`config.mk`:
```
export PLATFORM = sky130hd
export DESIGN_NAME = multicycle_control
export DESIGN_NICKNAME = d
export VERILOG_FILES = /design/src/rtl/multicycle_control.sv
export SDC_FILE = /design/constraint.sdc
export NUM_CORES = 1
export LEC_CHECK = 0
export BUFFER_PORTS_ARGS = -buffer_cell sky130_fd_sc_hd__buf_2
export CAP_MARGIN = 20
export CORE_MARGIN = 4
export CORE_UTILIZATION = 59
export CTS_BUF_LIST = sky130_fd_sc_hd__clkbuf_2 sky130_fd_sc_hd__clkbuf_4 sky130_fd_sc_hd__clkbuf_8
export CTS_CLUSTER_DIAMETER = 40
export DETAILED_ROUTE_END_ITERATION = 8
export GPL_TIMING_DRIVEN = 0
export PLACE_DENSITY_LB_ADDON = 0.15
export SLEW_MARGIN = 5
export SYNTH_ARGS = -nofsm -noshare
export SYNTH_HDL_FRONTEND = slang
export SYNTH_SLANG_ARGS = --single-unit
```
`constraint.sdc`:
```
create_clock -name clock_in -period 4 [get_ports clock_in]
set_input_delay 0.4 -clock clock_in [delete_from_list [all_inputs] [get_ports clock_in]]
set_output_delay 0.4 -clock clock_in [all_outputs]
set_load 0.005 [all_outputs]
```
`src/rtl/multicycle_control.sv`:
```
// multicycle_control: Moore FSM sequencing MIPS instructions through the
// shared-ALU/shared-memory multicycle datapath. It stalls on memReady_in,
// times out long memory waits, and parks in a sticky ERROR state.
// Optional: define MULTICYCLE_BNE_EN to decode bne (000101) as a branch.
module multicycle_control #(
   parameter int MEM_TIMEOUT   = 15,
   parameter int TIMEOUT_WIDTH = 8
) (
   input  logic       clock_in,
   input  logic       reset_in,
   input  logic [5:0] opcode_in,
   input  logic       memReady_in,
   output logic       pcWrite_out,
   output logic       pcWriteCond_out,
   output logic       branchNe_out,
   output logic       iorD_out,
   output logic       memRead_out,
   output logic       memWrite_out,
   output logic       irWrite_out,
   output logic       memtoReg_out,
   output logic [1:0] pcSource_out,
   output logic [1:0] aluOp_out,
   output logic       aluSrcA_out,
   output logic [1:0] aluSrcB_out,
   output logic       regWrite_out,
   output logic       regDst_out,
   output logic [3:0] state_out,
   output logic       error_out,
   output logic [1:0] errorCause_out
);

   typedef enum logic [3:0] {
      S_FETCH   = 4'd0,  S_DECODE = 4'd1,  S_MEMADR = 4'd2,  S_MEMRD  = 4'd3,
      S_MEMWB   = 4'd4,  S_MEMWR  = 4'd5,  S_EXECUTE = 4'd6, S_ALUWB  = 4'd7,
      S_BRANCH  = 4'd8,  S_JUMP   = 4'd9,  S_ADDIEX = 4'd10, S_ADDIWB = 4'd11,
      S_ERROR   = 4'd15
   } state_t;

   localparam logic [5:0] OP_RTYPE = 6'b000000;
   localparam logic [5:0] OP_LW    = 6'b100011;
   localparam logic [5:0] OP_SW    = 6'b101011;
   localparam logic [5:0] OP_BEQ   = 6'b000100;
   localparam logic [5:0] OP_BNE   = 6'b000101;
   localparam logic [5:0] OP_J     = 6'b000010;
   localparam logic [5:0] OP_ADDIU = 6'b001001;

   localparam logic [TIMEOUT_WIDTH-1:0] TIMEOUT_V = TIMEOUT_WIDTH'(MEM_TIMEOUT);

   state_t                   state, state_nxt;
   logic [1:0]               cause, cause_nxt;
   logic [TIMEOUT_WIDTH-1:0] wait_cnt;
   logic                     mem_wait, timeout;

   // States that block on the memory handshake, and the expiry of that wait
   assign mem_wait = (state == S_FETCH) || (state == S_MEMRD) || (state == S_MEMWR);
   assign timeout  = mem_wait && !memReady_in && (MEM_TIMEOUT != 0) && (wait_cnt == TIMEOUT_V);

   // State and error-cause registers
   always_ff @(posedge clock_in or posedge reset_in) begin
      if (reset_in) begin
         state <= S_FETCH;
         cause <= 2'b00;
      end else begin
         state <= state_nxt;
         cause <= cause_nxt;
      end
   end

   // Wait counter: cleared on every state change, saturating count of stalled cycles
   always_ff @(posedge clock_in or posedge reset_in) begin
      if (reset_in)
         wait_cnt <= '0;
      else if (state_nxt != state)
         wait_cnt <= '0;
      else if (mem_wait && !memReady_in && (wait_cnt != '1))
         wait_cnt <= wait_cnt + 1'b1;
   end

`ifdef MULTICYCLE_BNE_EN
   logic bne_q;
   // Remember whether the branch decoded this instruction is bne
   always_ff @(posedge clock_in or posedge reset_in) begin
      if (reset_in)
         bne_q <= 1'b0;
      else if (state == S_DECODE)
         bne_q <= (opcode_in == OP_BNE);
   end
`endif

   // Next-state logic; a memory timeout overrides the normal hold
   always_comb begin
      state_nxt = state;
      cause_nxt = cause;
      case (state)
         S_FETCH:   if (memReady_in) state_nxt = S_DECODE;
         S_DECODE: begin
            case (opcode_in)
               OP_RTYPE:     state_nxt = S_EXECUTE;
               OP_LW, OP_SW: state_nxt = S_MEMADR;
               OP_BEQ:       state_nxt = S_BRANCH;
`ifdef MULTICYCLE_BNE_EN
               OP_BNE:       state_nxt = S_BRANCH;
`endif
               OP_J:         state_nxt = S_JUMP;
               OP_ADDIU:     state_nxt = S_ADDIEX;
               default: begin
                  state_nxt = S_ERROR;
                  cause_nxt = 2'b01;
               end
            endcase
         end
         // opcode_in comes from the IR, so it is still valid here
         S_MEMADR:  state_nxt = (opcode_in == OP_SW) ? S_MEMWR : S_MEMRD;
         S_MEMRD:   if (memReady_in) state_nxt = S_MEMWB;
         S_MEMWB:   state_nxt = S_FETCH;
         S_MEMWR:   if (memReady_in) state_nxt = S_FETCH;
         S_EXECUTE: state_nxt = S_ALUWB;
         S_ALUWB:   state_nxt = S_FETCH;
         S_BRANCH:  state_nxt = S_FETCH;
         S_JUMP:    state_nxt = S_FETCH;
         S_ADDIEX:  state_nxt = S_ADDIWB;
         S_ADDIWB:  state_nxt = S_FETCH;
         S_ERROR:   state_nxt = S_ERROR;
         default:   state_nxt = S_FETCH;
      endcase
      if (timeout) begin
         state_nxt = S_ERROR;
         cause_nxt = 2'b10;
      end
   end

   // Moore outputs from the registered state; reset blanks them immediately
   always_comb begin
      pcWrite_out     = 1'b0;
      pcWriteCond_out = 1'b0;
      branchNe_out    = 1'b0;
      iorD_out        = 1'b0;
      memRead_out     = 1'b0;
      memWrite_out    = 1'b0;
      irWrite_out     = 1'b0;
      memtoReg_out    = 1'b0;
      pcSource_out    = 2'b00;
      aluOp_out       = 2'b00;
      aluSrcA_out     = 1'b0;
      aluSrcB_out     = 2'b00;
      regWrite_out    = 1'b0;
      regDst_out      = 1'b0;
      error_out       = 1'b0;
      if (!reset_in) begin
         case (state)
            S_FETCH: begin
               memRead_out = 1'b1;
               aluSrcB_out = 2'b01;
               irWrite_out = memReady_in;
               pcWrite_out = memReady_in;
            end
            S_DECODE:  aluSrcB_out = 2'b11;
            S_MEMADR: begin
               aluSrcA_out = 1'b1;
               aluSrcB_out = 2'b10;
            end
            S_MEMRD: begin
               memRead_out = 1'b1;
               iorD_out    = 1'b1;
            end
            S_MEMWB: begin
               memtoReg_out = 1'b1;
               regWrite_out = 1'b1;
            end
            S_MEMWR: begin
               memWrite_out = 1'b1;
               iorD_out     = 1'b1;
            end
            S_EXECUTE: begin
               aluSrcA_out = 1'b1;
               aluOp_out   = 2'b10;
            end
            S_ALUWB: begin
               regDst_out   = 1'b1;
               regWrite_out = 1'b1;
            end
            S_BRANCH: begin
               aluSrcA_out     = 1'b1;
               aluOp_out       = 2'b01;
               pcWriteCond_out = 1'b1;
               pcSource_out    = 2'b01;
`ifdef MULTICYCLE_BNE_EN
               branchNe_out    = bne_q;
`endif
            end
            S_JUMP: begin
               pcWrite_out  = 1'b1;
               pcSource_out = 2'b10;
            end
            S_ADDIEX: begin
               aluSrcA_out = 1'b1;
               aluSrcB_out = 2'b10;
            end
            S_ADDIWB:  regWrite_out = 1'b1;
            S_ERROR:   error_out = 1'b1;
            default: ;
         endcase
      end
   end

   assign state_out      = state;
   assign errorCause_out = cause;

endmodule

```
==> results.cfg, run 1 <==
[outcome]
status = finished, final reports clean

[logic_synthesis]
async_flop_share = 1.00
synthesis.nets = 163
synth_compound_area_frac = 0.213
ys_warn_count = 0
synth_fa_ha_area_frac = 0.00999
synthCells = 153
synth_edf_count = 0
synthXorXnorAreaFrac = 0.0559
ys.flop_type = dfrtp_1
synthSimpleGateAreaFrac = 0.372
synth_area_um2 = 1250
avgSynthCellArea_um2 = 8.19
synth-seq-cells = 14
yosysSeqAreaShare = 0.280
synthMuxAreaShare = 0
synth_top_family_by_area = simple AND/OR/NAND/NOR gates
synth_cell_types = 49

[timing]
rsz0062_at_grt = false
min_period_ns = 2.40
worst_slack_ns = 1.60
finClkSkew_ns = 0.00824
setup_tns_ns = 0
hold_viol = 0
tightest_slew_ns = 0.700
period_share = 0.599
setup_viol = 0
relSlewSlack = 0.533
max_freq_mhz = 417
finalMaxSlewViolations = 0

[place]
place_area_um2 = 1440
hpwlAfterDp_um = 2460
place_ws_ns = 1.65
place_congestion = 0.939
port_buffers = 31

[worst_setup_path]
rrSetupSlack_ns = 1.60
startpoint_type = register
setup.worst_path.end_class = output port
r2r-end = wait_cnt[2]
cp_data_required_time_ns = 3.60
worstSetupStartpoint = state_out[2]
cp.arrival_ns = 2.00
r2r.worst_path.cells = 7
regToRegStartpoint = state_out[2]
worst-path-max-fanout = 10
worst-setup-path-type = register to output port

[floorplan]
dieArea_um2 = 2920
ios = 33
start_util = 0.632
die_x_um = 54.1
dieHeight_um = 54.1
core_area_um2 = 1980
rows = 16

[layout]
nFillCells = 166
layout-drive-gt1-share = 0.287
regArea_um2 = 350
multiInputGateArea_um2 = 818
antenna_cells = 0
final_nets = 199
design_area_um2 = 1480
area_delta_synth_final_pct = 18.0

[drt]
wl_per_cell_um = 14.6
route.antenna.remaining_nets = 0
via_per_inst = 6.13
post-route-drc-count = 0
drtPass1Iterations = 4
num_vias = 1317
routed_wl_um = 3140
drt_first_iter_violations = 46

[clocking]
clkTransAtPathRegs_ns = 0.08
clk_latency_ns = 0.28
clk_path_buf_depth = 2
cts-root-buf = clkbuf_4
clock-sinks = 14
post_cts_resized = 0
h-tree-depth = 1
cts_inserted_buffers = 3
post-cts-setup-buffers = 0
cts_tree = done
postCtsHoldBufs = 0

[power]
p_leak_nw = 0.659
ir_drop_mv = 0.412
p_per_area_nw_per_um2 = 594
power.total_w = 0.000878

[global_route]
grt_remaining_overflow = 0
grt_max_degree = 19
grtUsageTotal = 0.240
grt_pass1_vias = 1132
grt_pass1_wl_um = 5170
antenna_found_initial = 0

[worst_hold_path]
hold_class = primary input to asynchronous set/reset pin

[flow_run]
maxCapViolations = 0
[synth_stat cells, drive strengths merged (2+ instances only)]
library cell,number,share of area
nor2b,2,0.010
xnor2,3,0.021
a2111oi,2,0.034
nor3b,4,0.024
or2,2,0.010
nand3,2,0.0080
nor4b,2,0.026
nor3,8,0.032
o2111ai,2,0.028
xor2,5,0.035
and3,5,0.025
buf,7,0.043
clkbuf,2,0.0060
a22oi,2,0.012
inv,6,0.018
nand2b,4,0.020
nor4,5,0.025
and2,2,0.010
nand4,7,0.035
nand2,16,0.048
nor2,21,0.065
a21oi,2,0.0080
or4,2,0.012
o21ai,7,0.028
a31oi,3,0.015
dfrtp,14,0.28
[state kept, by name (all words and copies together) (netlist names)]
| name | flops |
|---|---|
| wait_cnt | 8 |
| state_out | 4 |
| errorCause_out | 2 |
[worst max-delay path, stage by stage (launching register included)]
cell,delay (ns)
dfrtp_1,0.35
buf_4,0.16
clkbuf_1,0.40
nand2b_1,0.29
nor3_1,0.09
or2_2,0.29
buf_2,0.13
[logic make-up (layout without fill, tap and decap cells)]
kind of cell	count (synthesis)	count (layout)
buffers and inverters	15	50
other	1	1
and+or+nand+nor	85	85
DFF	14	14
adders and majority gates	1	1
xor gates and xnor gates	8	8
AOI/OAI and AO/OA	29	29
[metal layers]
metal / share of wire / wire length (µm) / vias to the layer above / GRT usage
met5: 0 / 0 / - / 0
met1: 0.42 / 1330 / 597 / 0.324
li1: - / - / 638 / -
met3: 0.091 / 286 / 11 / 0.0609
met2: 0.47 / 1470 / 71 / 0.375
met4: 0.015 / 48 / 0 / 0.0747
[power by group]
group / switching, W / internal [W] / leakage (nW)
sequential: 0.0000213 / 0.000163 / 0.185
clock: 0.0000437 / 0.0000555 / 0.0210
combinational: 0.000347 / 0.000246 / 0.453
total: 0.000412 / 0.000465 / 0.659
[placed cells by master (no fill, tap or decap), types with 4 or more instances in the layout]
master     n
xor2_1     5
nand2_1   16
inv_1      5
nand2b_1   4
nand4_1    7
dfrtp_1   14
nor2_1    20
nor3b_1    4
o21ai_0    7
buf_4      5
nor3_1     8
buf_2     32
and3_1     5
nor4_1     5
[metrics by stage]
stage / std cells / util / hold slack (ns)
after floorplan: 153 / - / 0.313
after global placement: 211 / 0.727 / 0.449
after detailed placement: 211 / 0.727 / 0.477
after CTS: 215 / 0.746 / 0.261
after global routing: 215 / 0.746 / 0.266
final: 215 / 0.746 / 0.234
[area by class of cell]
class | instances | area share
buffer | 9 | 0.0415
clock buffer | 4 | 0.0246
inverter | 6 | 0.0152
multi-input combinational | 124 | 0.554
sequential | 14 | 0.237
tap | 27 | 0.0229
timing repair buffer | 31 | 0.105
[how the worst max path moves through the flow]
stage             endpoint  cells after the start
6_report       pcWrite_out                      6
5_1_grt        wait_cnt[2]                      7
4_1_cts        pcWrite_out                      6
3_5_place_dp   wait_cnt[2]                      7
3_3_place_gp   wait_cnt[2]                      7
2_1_floorplan  wait_cnt[2]                      7
Power figures use the tool's default switching activity.
==> inputs of run 2 (changes only) <==
CORE_UTILIZATION = 49   (was 59)
clock period = 2 ns   (was 4 ns; I/O delays follow)
==> results.cfg, run 2 (synthesis results as in run 1) <==
[outcome]
status = finished, violations left
failed_checks = setup timing

[place]
place_congestion = 0.901
port_buffers = 31
place_inst = 214
hpwlAfterDp_um = 2540
place_ws_ns = -0.246

[global_route]
antenna_found_initial = 0
grt_pass1_vias = 1324
grt_pass1_wl_um = 5820
grt_remaining_overflow = 0
grtUsageTotal = 0.218
grt_max_degree = 19

[power]
p_clk_frac = 0.097
net-switching-power_w = 0.000971
seqPwrFrac = 0.180
combinationalPowerShare = 0.723
p_sw_frac = 0.459
ir_drop_mv = 0.934
p_int_w = 0.00114
power.total_w = 0.00212
p_leak_nw = 0.747
p_per_area_nw_per_um2 = 1250

[timing]
rsz0062_at_grt = true
worst_slack_ns = -0.106
tightest_slew_ns = 0.657
min_period_ns = 2.11
period_share = 1.05
finClkSkew_ns = 0.000700
hold_viol = 0
relSlewSlack = 0.562
max_freq_mhz = 475
setup_viol = 7
finalMaxSlewViolations = 0

[worst_setup_path]
rrSetupSlack_ns = -0.11
cp_data_required_time_ns = 2.19
r2r-end = wait_cnt[2]
startpoint_type = register
cp-endpoint = wait_cnt[2]
cp.arrival_ns = 2.30
worst-setup-path-type = register to register
regToRegStartpoint = state_out[2]
worst-path-max-fanout = 8
setup.worst_path.end_class = register
worstSetupStartpoint = state_out[2]
r2r.worst_path.cells = 7

[drt]
drtPass1Iterations = 4
post-route-drc-count = 0
route.antenna.remaining_nets = 0
via_per_inst = 5.90
drt_first_iter_violations = 70
num_vias = 1352
wl_per_cell_um = 15.5
routed_wl_um = 3550

[layout]
final_nets = 210
area_delta_synth_final_pct = 35.3
largest_reg_flops = 8
final_cell_count_no_fill = 229
antenna_cells = 0
multiInputGateArea_um2 = 932
regMostFlops = wait_cnt
layout-drive-gt1-share = 0.427
nFillCells = 196
regArea_um2 = 352
layout_common_cells = buf_2, nor2_1, nand2_1
final_common_cell = buf_2

[clocking]
clk_path_buf_depth = 2
h-tree-depth = 1
cts_inserted_buffers = 3
cts-root-buf = clkbuf_4
cts_tree = done
clock-sinks = 14
clkTransAtPathRegs_ns = 0.09
clk_latency_ns = 0.28

[floorplan]
rows = 18
start_util = 0.510
dieArea_um2 = 3430
ios = 33
core_area_um2 = 2450
die_x_um = 58.6
dieHeight_um = 58.6

[flow_run]
maxCapViolations = 0

[worst_hold_path]
hold_class = primary input to asynchronous set/reset pin
[run 2: power by group through the flow]
stage | Clock, W | Sequential, W | Combinational, W
floorplan | 0 | 0.000371 | 0.000899
global placement | 0 | 0.000372 | 0.00119
detailed placement | 0 | 0.000376 | 0.00120
CTS | 0.000212 | 0.000378 | 0.00136
global route | 0.000227 | 0.000388 | 0.00165
finish | 0.000205 | 0.000380 | 0.00153
[run 2: critical path, stage by stage, from the launching register on]
cell and delay (ns):
dfrtp_1 0.39, buf_6 0.14, xnor2_2 0.15, a22oi_2 0.35, nor2_4 0.08, a2111oi_4 0.38, o2111ai_4 0.27, a311oi_2 0.25
[run 2: worst min path at each step]
stage | from | to | slack [ns] | depth (start not counted)
3_5_place_dp | reset_in | errorCause_out[0] | 0.38 | 2
4_1_cts | reset_in | errorCause_out[0] | 0.07 | 2
3_3_place_gp | reset_in | state_out[0] | 0.36 | 2
6_report | reset_in | state_out[1] | 0.06 | 2
5_1_grt | reset_in | state_out[0] | 0.10 | 2
2_1_floorplan | reset_in | errorCause_out[0] | 0.11 | 1
[run 2: per-stage QoR]
stage	instance area, µm²	setup TNS, ns	hold slack (ns)	utilization
after global routing	1690	-1.18	0.103	0.690
after detailed placement	1450	-1.36	0.376	0.591
after CTS	1600	-0.204	0.0654	0.652
final	1690	-0.230	0.0589	0.690
after global placement	1450	-1.06	0.359	0.591
after floorplan	1260	0	0.113	-
[run 2: repair_timing]
item	CTS	global route
endpoints found under the setup margin	15	17
resized for setup	19	11
hold buffers	0	0
pin swaps	6	4
setup buffers	5	6
endpoints found under the hold margin	0	0
[run 2: final cells by class]
type                       instances  area share
clock buffer                       4      0.0214
timing repair buffer              42       0.140
buffer                             9      0.0451
sequential                        14       0.208
inverter                           6      0.0133
multi-input combinational        124       0.550
tap                               30      0.0222
[run 2: per-layer routing]
layer  up-vias  global-route usage  part of all wire
met1       636               0.255              0.40
met3        10              0.0197             0.059
li1        658                   -                 -
met5         -                   0                 0
met4         0               0.113             0.024
met2        48               0.392              0.52
==> inputs of run 3 (changes only) <==
CORE_UTILIZATION = 44   (was 49)
==> results.cfg, run 3 (synthesis results as in run 1) <==
[outcome]
status = finished, violations left
failed_checks = setup timing

[power]
seqPwrFrac = 0.173
p_sw_frac = 0.457
p_per_area_nw_per_um2 = 1290
combinationalPowerShare = 0.736
p_leak_nw = 0.764
net-switching-power_w = 0.00104
p_int_w = 0.00124
p_clk_frac = 0.091
ir_drop_mv = 0.872

[flow_run]
maxCapViolations = 0

[clocking]
cts-root-buf = clkbuf_4
clk_latency_ns = 0.29
clock-sinks = 14
clkTransAtPathRegs_ns = 0.08
h-tree-depth = 1
cts_tree = done
clk_path_buf_depth = 2
postCtsHoldBufs = 0
cts_inserted_buffers = 3

[timing]
hold_ws_ns = 0.0420
finClkSkew_ns = 0.000797
setup_viol = 7
relSlewSlack = 0.584
hold_viol = 0
worst_slack_ns = -0.0734
min_period_ns = 2.07
rsz0062_at_grt = true
tightest_slew_ns = 0.623
max_freq_mhz = 482
finalMaxSlewViolations = 0
period_share = 1.04

[floorplan]
ios = 33
core_area_um2 = 2730
die_x_um = 61.4
dieHeight_um = 61.4
dieArea_um2 = 3760
start_util = 0.458
rows = 19

[global_route]
grt_pass1_wl_um = 5910
grt_max_degree = 19
grt_remaining_overflow = 0
grt_pass1_vias = 1277
grtUsageTotal = 0.209
antenna_found_initial = 0

[drt]
wl_per_cell_um = 15.6
drt_first_iter_violations = 60
drtPass1Iterations = 4
wl_met2_um = 1950
met1_length_um = 1480
met3_length_um = 78
post-route-drc-count = 0
via_per_inst = 5.87
top_layer_used = met4
routed_wl_um = 3610
route.antenna.remaining_nets = 0
num_vias = 1357

[worst_setup_path]
cp_data_required_time_ns = 2.18
worst-path-max-fanout = 10
worst-setup-path-type = register to register
startpoint_type = register
setup.worst_path.end_class = register
cp.arrival_ns = 2.26

[layout]
multiInputGateArea_um2 = 981
layout_common_cells = buf_2, nand2_1, dfrtp_1
regMostFlops = wait_cnt
final_common_cell = buf_2
layout-drive-gt1-share = 0.450
antenna_cells = 0
final_nets = 211
area_delta_synth_final_pct = 41.1
nFillCells = 220
largest_reg_flops = 8
regArea_um2 = 352

[place]
hpwlAfterDp_um = 2520
port_buffers = 31
place_congestion = 0.891
place_ws_ns = -0.308

[worst_hold_path]
hold_class = primary input to asynchronous set/reset pin
## run 3: path summary, 6_finish.rpt
check / from / endpoint / slack (ns) / cells after the start
hold reg to reg: errorCause_out[1] / errorCause_out[1] / 0.48 / 2
setup / recovery: state_out[0] / wait_cnt[7] / -0.07 / 8
min in group clock_in: opcode_in[4] / state_out[2] / 0.40 / 5
max in group asynchronous: reset_in / state_out[0] / 1.52 / 2
hold / removal: reset_in / wait_cnt[3] / 0.04 / 2
setup reg to reg: state_out[0] / wait_cnt[7] / -0.07 / 8
## run 3: per-layer routing
layer / track usage / up-vias
met2: 0.367 / 26
met5: 0 / -
met1: 0.257 / 669
met3: 0.0147 / 9
met4: 0.103 / 0
li1: - / 653
## run 3: critical path, stage by stage, from the launching register on
cell and delay, ns:
dfrtp_2 0.51, buf_6 0.18, nor3b_2 0.16, a211oi_1 0.23, o31a_1 0.18, o211ai_1 0.16, o2111ai_4 0.34, buf_6 0.16
nor2_4 0.03
## run 3: power groups by stage
stage                     Clock, W  Sequential (W)  Combinational [W]
after CTS                 0.000216        0.000390            0.00152
after detailed placement         0        0.000381            0.00121
after floorplan                  0        0.000371           0.000899
after global placement           0        0.000373            0.00119
final                     0.000208        0.000394            0.00168
after global routing      0.000223        0.000400            0.00180
## run 3: through the flow
step	instance area, µm²	power, W	setup TNS, ns	instances	utilization
global placement	1450	0.00156	-1.49	215	0.531
CTS	1670	0.00213	-0.298	227	0.610
floorplan	1260	0.00127	0	153	-
finish	1770	0.00228	-0.413	231	0.646
detailed placement	1450	0.00159	-1.71	215	0.531
global route	1770	0.00242	-1.48	231	0.646
## run 3: area by class of cell
class	count	area share
Multi-Input combinational cell	124	0.555
Sequential cell	14	0.199
Timing Repair Buffer	43	0.142
Clock buffer	4	0.0205
Tap cell	31	0.0220
Buffer	9	0.0489
Inverter	6	0.0127
## run 3: what timing repair did
item,CTS,global route
gates resized for setup,25,18
setup endpoints to repair,16,14
pin swaps,9,9
buffers inserted,8,3
cloned,0,1
